[src/rtl/game_flow_ctrl.sv]
// Game flow sequencer for the multi-level boss game: menu, countdown, play, pause,
// level clear and the two end screens, with all timing measured in vsync frames.
module game_flow_ctrl #(
  parameter int NUM_LEVELS       = 3,
  parameter int HP_W             = 4,
  parameter int BOSS_HP_W        = 7,
  parameter int COUNTDOWN_FRAMES = 180,
  parameter int CLEAR_FRAMES     = 120,
  parameter int TIME_W           = 16
) (
  input  logic                 clk,
  input  logic                 rst_n,
  input  logic                 vsync_in,
  input  logic                 game_start,
  input  logic                 back_to_menu,
  input  logic                 pause_req,
  input  logic [HP_W-1:0]      current_health,
  input  logic [BOSS_HP_W-1:0] boss_hp,
  output logic [2:0]           state,
  output logic [1:0]           game_state,
  output logic                 game_active,
  output logic                 show_menu_end,
  output logic [3:0]           level,
  output logic                 level_start,
  output logic [7:0]           countdown,
  output logic [TIME_W-1:0]    play_frames
);

  typedef enum logic [2:0] {
    S_MENU        = 3'd0,
    S_COUNTDOWN   = 3'd1,
    S_PLAY        = 3'd2,
    S_PAUSE       = 3'd3,
    S_LEVEL_CLEAR = 3'd4,
    S_GAME_OVER   = 3'd5,
    S_VICTORY     = 3'd6
  } state_e;

  // Counter is at least 8 bits so the 255 saturation compare is always well formed.
  localparam int CNT_MAX  = (COUNTDOWN_FRAMES > CLEAR_FRAMES) ? COUNTDOWN_FRAMES : CLEAR_FRAMES;
  localparam int CNT_BITS = $clog2(CNT_MAX + 1);
  localparam int CNT_W    = (CNT_BITS > 8) ? CNT_BITS : 8;

  localparam logic [CNT_W-1:0] CD_LOAD    = CNT_W'(COUNTDOWN_FRAMES);
  localparam logic [CNT_W-1:0] CLR_LOAD   = CNT_W'(CLEAR_FRAMES);
  localparam logic [CNT_W-1:0] CNT_ONE    = CNT_W'(1);
  localparam logic [CNT_W-1:0] CNT_SAT    = CNT_W'(255);
  localparam logic [3:0]       LAST_LEVEL = 4'(NUM_LEVELS - 1);

  state_e             st_q, st_d;
  logic [CNT_W-1:0]   cnt_q, cnt_d;
  logic [3:0]         level_q, level_d;
  logic [TIME_W-1:0]  pf_q;
  logic               vsync_q;
  logic               ls_q;
  logic               tick;
  logic               enter_cd;

  assign tick = vsync_in & ~vsync_q;

  // NOTE: every variable driven here gets a default first, so no path leaves it
  // unassigned and no latch is inferred.
  always_comb begin
    st_d     = st_q;
    cnt_d    = cnt_q;
    level_d  = level_q;
    enter_cd = 1'b0;

    if (back_to_menu && st_q != S_MENU) begin
      st_d    = S_MENU;
      level_d = 4'd0;
      cnt_d   = '0;
    end else begin
      unique case (st_q)
        S_MENU, S_GAME_OVER, S_VICTORY: begin
          if (game_start) begin
            st_d     = S_COUNTDOWN;
            level_d  = 4'd0;
            cnt_d    = CD_LOAD;
            enter_cd = 1'b1;
          end
        end
        S_COUNTDOWN: begin
          if (tick) begin
            if (cnt_q == CNT_ONE) begin
              st_d  = S_PLAY;
              cnt_d = '0;
            end else begin
              cnt_d = cnt_q - CNT_ONE;
            end
          end
        end
        S_PLAY: begin
          if (current_health == '0) begin
            st_d = S_GAME_OVER;
          end else if (boss_hp == '0 && level_q == LAST_LEVEL) begin
            st_d = S_VICTORY;
          end else if (boss_hp == '0) begin
            st_d  = S_LEVEL_CLEAR;
            cnt_d = CLR_LOAD;
          end else if (pause_req) begin
            st_d = S_PAUSE;
          end
        end
        S_PAUSE: begin
          if (pause_req) st_d = S_PLAY;
        end
        S_LEVEL_CLEAR: begin
          if (tick) begin
            if (cnt_q == CNT_ONE) begin
              st_d     = S_COUNTDOWN;
              level_d  = level_q + 4'd1;
              cnt_d    = CD_LOAD;
              enter_cd = 1'b1;
            end else begin
              cnt_d = cnt_q - CNT_ONE;
            end
          end
        end
        default: begin
          st_d    = S_MENU;
          level_d = 4'd0;
          cnt_d   = '0;
        end
      endcase
    end
  end

  // NOTE: state registers use non-blocking assignments so every flop samples the
  // pre-edge values regardless of statement order.
  always_ff @(posedge clk or negedge rst_n) begin
    if (!rst_n) begin
      st_q    <= S_MENU;
      cnt_q   <= '0;
      level_q <= 4'd0;
      pf_q    <= '0;
      vsync_q <= 1'b0;
      ls_q    <= 1'b0;
    end else begin
      st_q    <= st_d;
      cnt_q   <= cnt_d;
      level_q <= level_d;
      vsync_q <= vsync_in;
      ls_q    <= enter_cd;
      // Play time only advances while PLAY is held across the tick.
      if (enter_cd) begin
        pf_q <= '0;
      end else if (st_q == S_PLAY && st_d == S_PLAY && tick && pf_q != '1) begin
        pf_q <= pf_q + 1'b1;
      end
    end
  end

  assign state         = st_q;
  assign level         = level_q;
  assign level_start   = ls_q;
  assign play_frames   = pf_q;
  assign game_active   = (st_q == S_PLAY);
  assign show_menu_end = (st_q == S_MENU) || (st_q == S_GAME_OVER) || (st_q == S_VICTORY);
  assign game_state    = (st_q == S_MENU) ? 2'd0 :
                         ((st_q == S_GAME_OVER) || (st_q == S_VICTORY)) ? 2'd2 : 2'd1;
  assign countdown     = (st_q == S_COUNTDOWN || st_q == S_LEVEL_CLEAR) ?
                         ((cnt_q > CNT_SAT) ? 8'hFF : cnt_q[7:0]) : 8'd0;

endmodule

[config.mk]
export PLATFORM = sky130hd
export DESIGN_NAME = game_flow_ctrl
export DESIGN_NICKNAME = d
export VERILOG_FILES = /design/src/rtl/game_flow_ctrl.sv
export SDC_FILE = /design/constraint.sdc
export NUM_CORES = 1
export LEC_CHECK = 0
export CORE_ASPECT_RATIO = 1.1
export CORE_UTILIZATION = 47
export CTS_BUF_LIST = sky130_fd_sc_hd__clkbuf_2
export DETAILED_ROUTE_END_ITERATION = 7
export PLACE_DENSITY_LB_ADDON = 0.1
export SYNTH_ARGS = -nofsm -noshare
export SYNTH_HDL_FRONTEND = slang
export SYNTH_SLANG_ARGS = --single-unit
export TNS_END_PERCENT = 100
[constraint.sdc]
create_clock -name clk -period 2.9 [get_ports clk]
set_clock_uncertainty 0.2 [all_clocks]
set_input_delay 0.58 -clock clk [delete_from_list [all_inputs] [get_ports clk]]
set_output_delay 0.58 -clock clk [all_outputs]
set_load 0.02 [all_outputs]
==> impl_metrics.json <==
{
  "synth_edf_count": 0,
  "netlist.top_cell.by_area": "sky130_fd_sc_hd__dfrtp_1",
  "synth-adder-area-share": 0.0266,
  "first_pass_grt_wire_length_um": 11700,
  "clk_path_buf_depth": 2,
  "met3_length_um": 330,
  "power.static_leakage_nw": 1.53,
  "synth_common_cells": "sky130_fd_sc_hd__dfrtp_1 (33), sky130_fd_sc_hd__nand2_1 (30), sky130_fd_sc_hd__nor2_1 (26)",
  "min_period_over_period": 0.962,
  "post-route-drc-count": 0,
  "starting_density": 0.498,
  "synth_ff_type": "sky130_fd_sc_hd__dfrtp_1",
  "clkTransAtPathRegs_ns": 0.20,
  "synth.cell_area_um2": 2350,
  "synth_seq_cells": 33,
  "synth_cells": 292,
  "violation_count_after_the_first_detailed_route_iteration": 282,
  "dieArea_um2": 5290,
  "io_buffer_count": 52,
  "timing.final.setup_violations": 0,
  "tightestPinTransition_ns": 0.497,
  "final_hold_viol_count": 0,
  "sw_frac_of_total": 0.436,
  "yosysSeqAreaShare": 0.351,
  "critical_path.endpoint": "play_frames[5]",
  "detail_route.wirelength.met1_um": 3010,
  "vias_per_inst": 5.85,
  "clock_tree_from_tritoncts": "yes",
  "reg2reg_to": "play_frames[5]",
  "uppermost_layer_routed": "met4",
  "postSynthAreaPerCell_um2": 8.05,
  "ctsHtreeMaxLevel": 2,
  "maxCapViolCount": 0,
  "die_height_um": 76.2,
  "async_reset_ff_frac": 1.00,
  "synth.yosys.warnings": 0,
  "clock_latency_on_the_worst_skew_pair_ns": 0.39,
  "drive_above_1_share": 0.194,
  "cellPowerDensity_nw_per_um2": 551,
  "timing_worst_setup_path_type": "reg2reg",
  "holdBufCountCts": 0,
  "cts_made_buffers": 5,
  "antenna_cells_inserted": 0,
  "reg2reg_slack_ns": 0.11,
  "drt_wl_total_um": 6710,
  "layout-area-overhead-vs-synth_pct": 39.5,
  "worst_setup_path_start_kind": "register",
  "synthSimpleGateAreaFrac": 0.298,
  "gp_congestion": 0.973,
  "pwr-share-clk": 0.126,
  "worst_r2r_src": "cnt_q[1]",
  "final-max-slew-violation-count": 0,
  "synth_xor_xnor_area_share": 0.00745,
  "rsz_0062_raised_after_global_routing": "no",
  "critPathArrivalTime_ns": 2.93,
  "peakVddDrop_mv": 0.248,
  "mappedNetlistNets": 314,
  "synth.mux.area_fraction": 0.0186,
  "clkSinkCount": 33,
  "synth.top_cell.area_share": 0.351,
  "most_frequent_cell_after_synthesis": "sky130_fd_sc_hd__dfrtp_1",
  "filler_cell_count": 387,
  "synth_compound_gate_area_share": 0.252,
  "ys_types": 49,
  "timing.hold.worst.class": "reg2reg",
  "kind_of_end_point_of_the_critical_path": "register",
  "floorplan.rows": 26,
  "maxSlewHeadroom": 0.666,
  "cp_max_fo": 9,
  "drt-pass1-iter-count": 7,
  "ctsRootBufferMaster": "sky130_fd_sc_hd__clkbuf_2",
  "seq_power_share": 0.314,
  "synth_area_leaders": "sky130_fd_sc_hd__dfrtp_1 (35%), sky130_fd_sc_hd__nand2_1 (4.8%), sky130_fd_sc_hd__a21oi_1 (4.5%)",
  "met2_wire_length_um": 3240,
  "pin_count_of_the_biggest_net_entering_global_routing": 34,
  "crit_path_start": "cnt_q[1]",
  "detailed_placer_s_ending_hpwl_um": 5010,
  "design.core.area_um2": 4720,
  "worst-endpoint-required_ns": 3.04,
  "post_dr_wirelength_cell_um": 15.3,
  "status": "finished clean",
  "switchingPower_w": 0.000788,
  "gr-usage-all-layers": 0.274,
  "sum_of_negative_setup_slack_ns": 0,
  "grt_remaining_overflow": 0,
  "final_nets": 403,
  "final.hold.worst_slack_ns": 0.344,
  "die_w_um": 69.4,
  "finalCoreUtilization": 0.695,
  "placed_cell_area_um2": 3200,
  "routed-via-count": 2564,
  "antenna_found_initial": 0,
  "finalWorstPathRequiredPeriod_ns": 2.79,
  "power_report.internal_total_w": 0.00102,
  "synth_top_family_by_area": "simple AND/OR/NAND/NOR gates",
  "antenna_left": 0,
  "fin_area_um2": 3280,
  "comb_power_share": 0.560,
  "pin_count": 53,
  "first_global_vias": 2436,
  "maxClockFrequency_mhz": 359,
  "worst-r2r-cell-count": 8
}
[worst min-delay path by stage]
stage                         startpoint        endpoint  slack, ns  depth (start not counted)
after floorplan                    rst_n        cnt_q[0]       0.08                          0
after global placement    play_frames[2]  play_frames[2]       0.31                          1
after detailed placement  play_frames[2]  play_frames[2]       0.33                          1
after CTS                 play_frames[2]  play_frames[2]       0.35                          1
after global routing               rst_n        cnt_q[4]       0.39                          2
final                     play_frames[2]  play_frames[2]       0.34                          1
[area by class of cell]
type	count	area (um2)	share of cell area
multi-input combinational	232	1440	0.438
timing repair buffer	95	848	0.259
sequential	33	828	0.253
tap	56	70.1	0.0214
inverter	14	52.6	0.0160
clock buffer	5	25.0	0.00763
clock inverter	3	17.5	0.00534
[flip-flops by register name, indices dropped and copies added (netlist names)]
register	count
level	4
state	3
vsync_q	1
level_start	1
cnt_q	8
play_frames	16
[stage by stage]
stage	instances	worst slack, ns	total power, W
final	438	0.112	0.00181
after global routing	438	0.00656	0.00195
after CTS	437	0.0112	0.00178
after detailed placement	429	-0.202	0.00157
after global placement	429	-0.132	0.00156
after floorplan	292	0.157	0.00115
[cells by family (layout without fill, tap and decap cells)]
| family | count (synthesis) | after routing |
|---|---|---|
| compound gates | 84 | 84 |
| buf+inv | 27 | 117 |
| simple gates | 137 | 137 |
| flops | 33 | 33 |
| fa+ha+maj | 5 | 5 |
| mux | 4 | 4 |
| xor+xnor | 2 | 2 |
[layer usage]
metal / vias to the layer above / track usage
li1: 1240 / -
met1: 1248 / 0.364
met2: 64 / 0.447
met3: 12 / 0.0516
met4: 0 / 0.0918
met5: - / 0
[critical path: stages, from the launching register on]
cell and delay [ns]:
sky130_fd_sc_hd__dfrtp_1 0.42, sky130_fd_sc_hd__inv_1 0.08, sky130_fd_sc_hd__ha_1 0.16, sky130_fd_sc_hd__or4b_4 0.50, sky130_fd_sc_hd__o41ai_4 0.26, sky130_fd_sc_hd__o22ai_2 0.18, sky130_fd_sc_hd__a211o_4 0.38, sky130_fd_sc_hd__or4_1 0.41
sky130_fd_sc_hd__a21oi_1 0.15
[placed cells by master, fill, tap and decap left out, drive strengths merged, types with 4 or more instances in the layout]
| cell type | synthesis | layout |
|---|---|---|
| nor2b | 10 | 10 |
| nand2 | 30 | 30 |
| dlymetal6s2s | 0 | 4 |
| dlygate4sd2 | 0 | 7 |
| and3 | 8 | 8 |
| or2 | 7 | 7 |
| a31oi | 6 | 6 |
| o31ai | 7 | 7 |
| a211o | 6 | 6 |
| a21oi | 21 | 21 |
| nor2 | 26 | 26 |
| and2 | 4 | 4 |
| nand2b | 5 | 5 |
| nor3 | 17 | 17 |
| clkbuf | 5 | 5 |
| nand3 | 11 | 11 |
| or4 | 4 | 4 |
| o21ai | 19 | 19 |
| inv | 14 | 14 |
| clkdlybuf4s50 | 0 | 41 |
| or3 | 4 | 4 |
| ha | 5 | 5 |
| buf | 8 | 43 |
| dfrtp | 33 | 33 |
[power by group through the flow]
stage               Sequential (W)  Clock (W)  Combinational, W
CTS                       0.000563   0.000236          0.000985
global route              0.000579   0.000256           0.00111
floorplan                 0.000574          0          0.000577
finish                    0.000567   0.000228           0.00101
global placement          0.000571          0          0.000988
detailed placement        0.000571          0           0.00100
[what timing repair did]
action / 4_1_cts / 5_1_grt
setup endpoints to repair: 11 / 19
setup buffers: 0 / 1
pin swaps: 0 / 2
resized for setup: 10 / 10
Note: power is estimated with default switching activity, not from simulation.
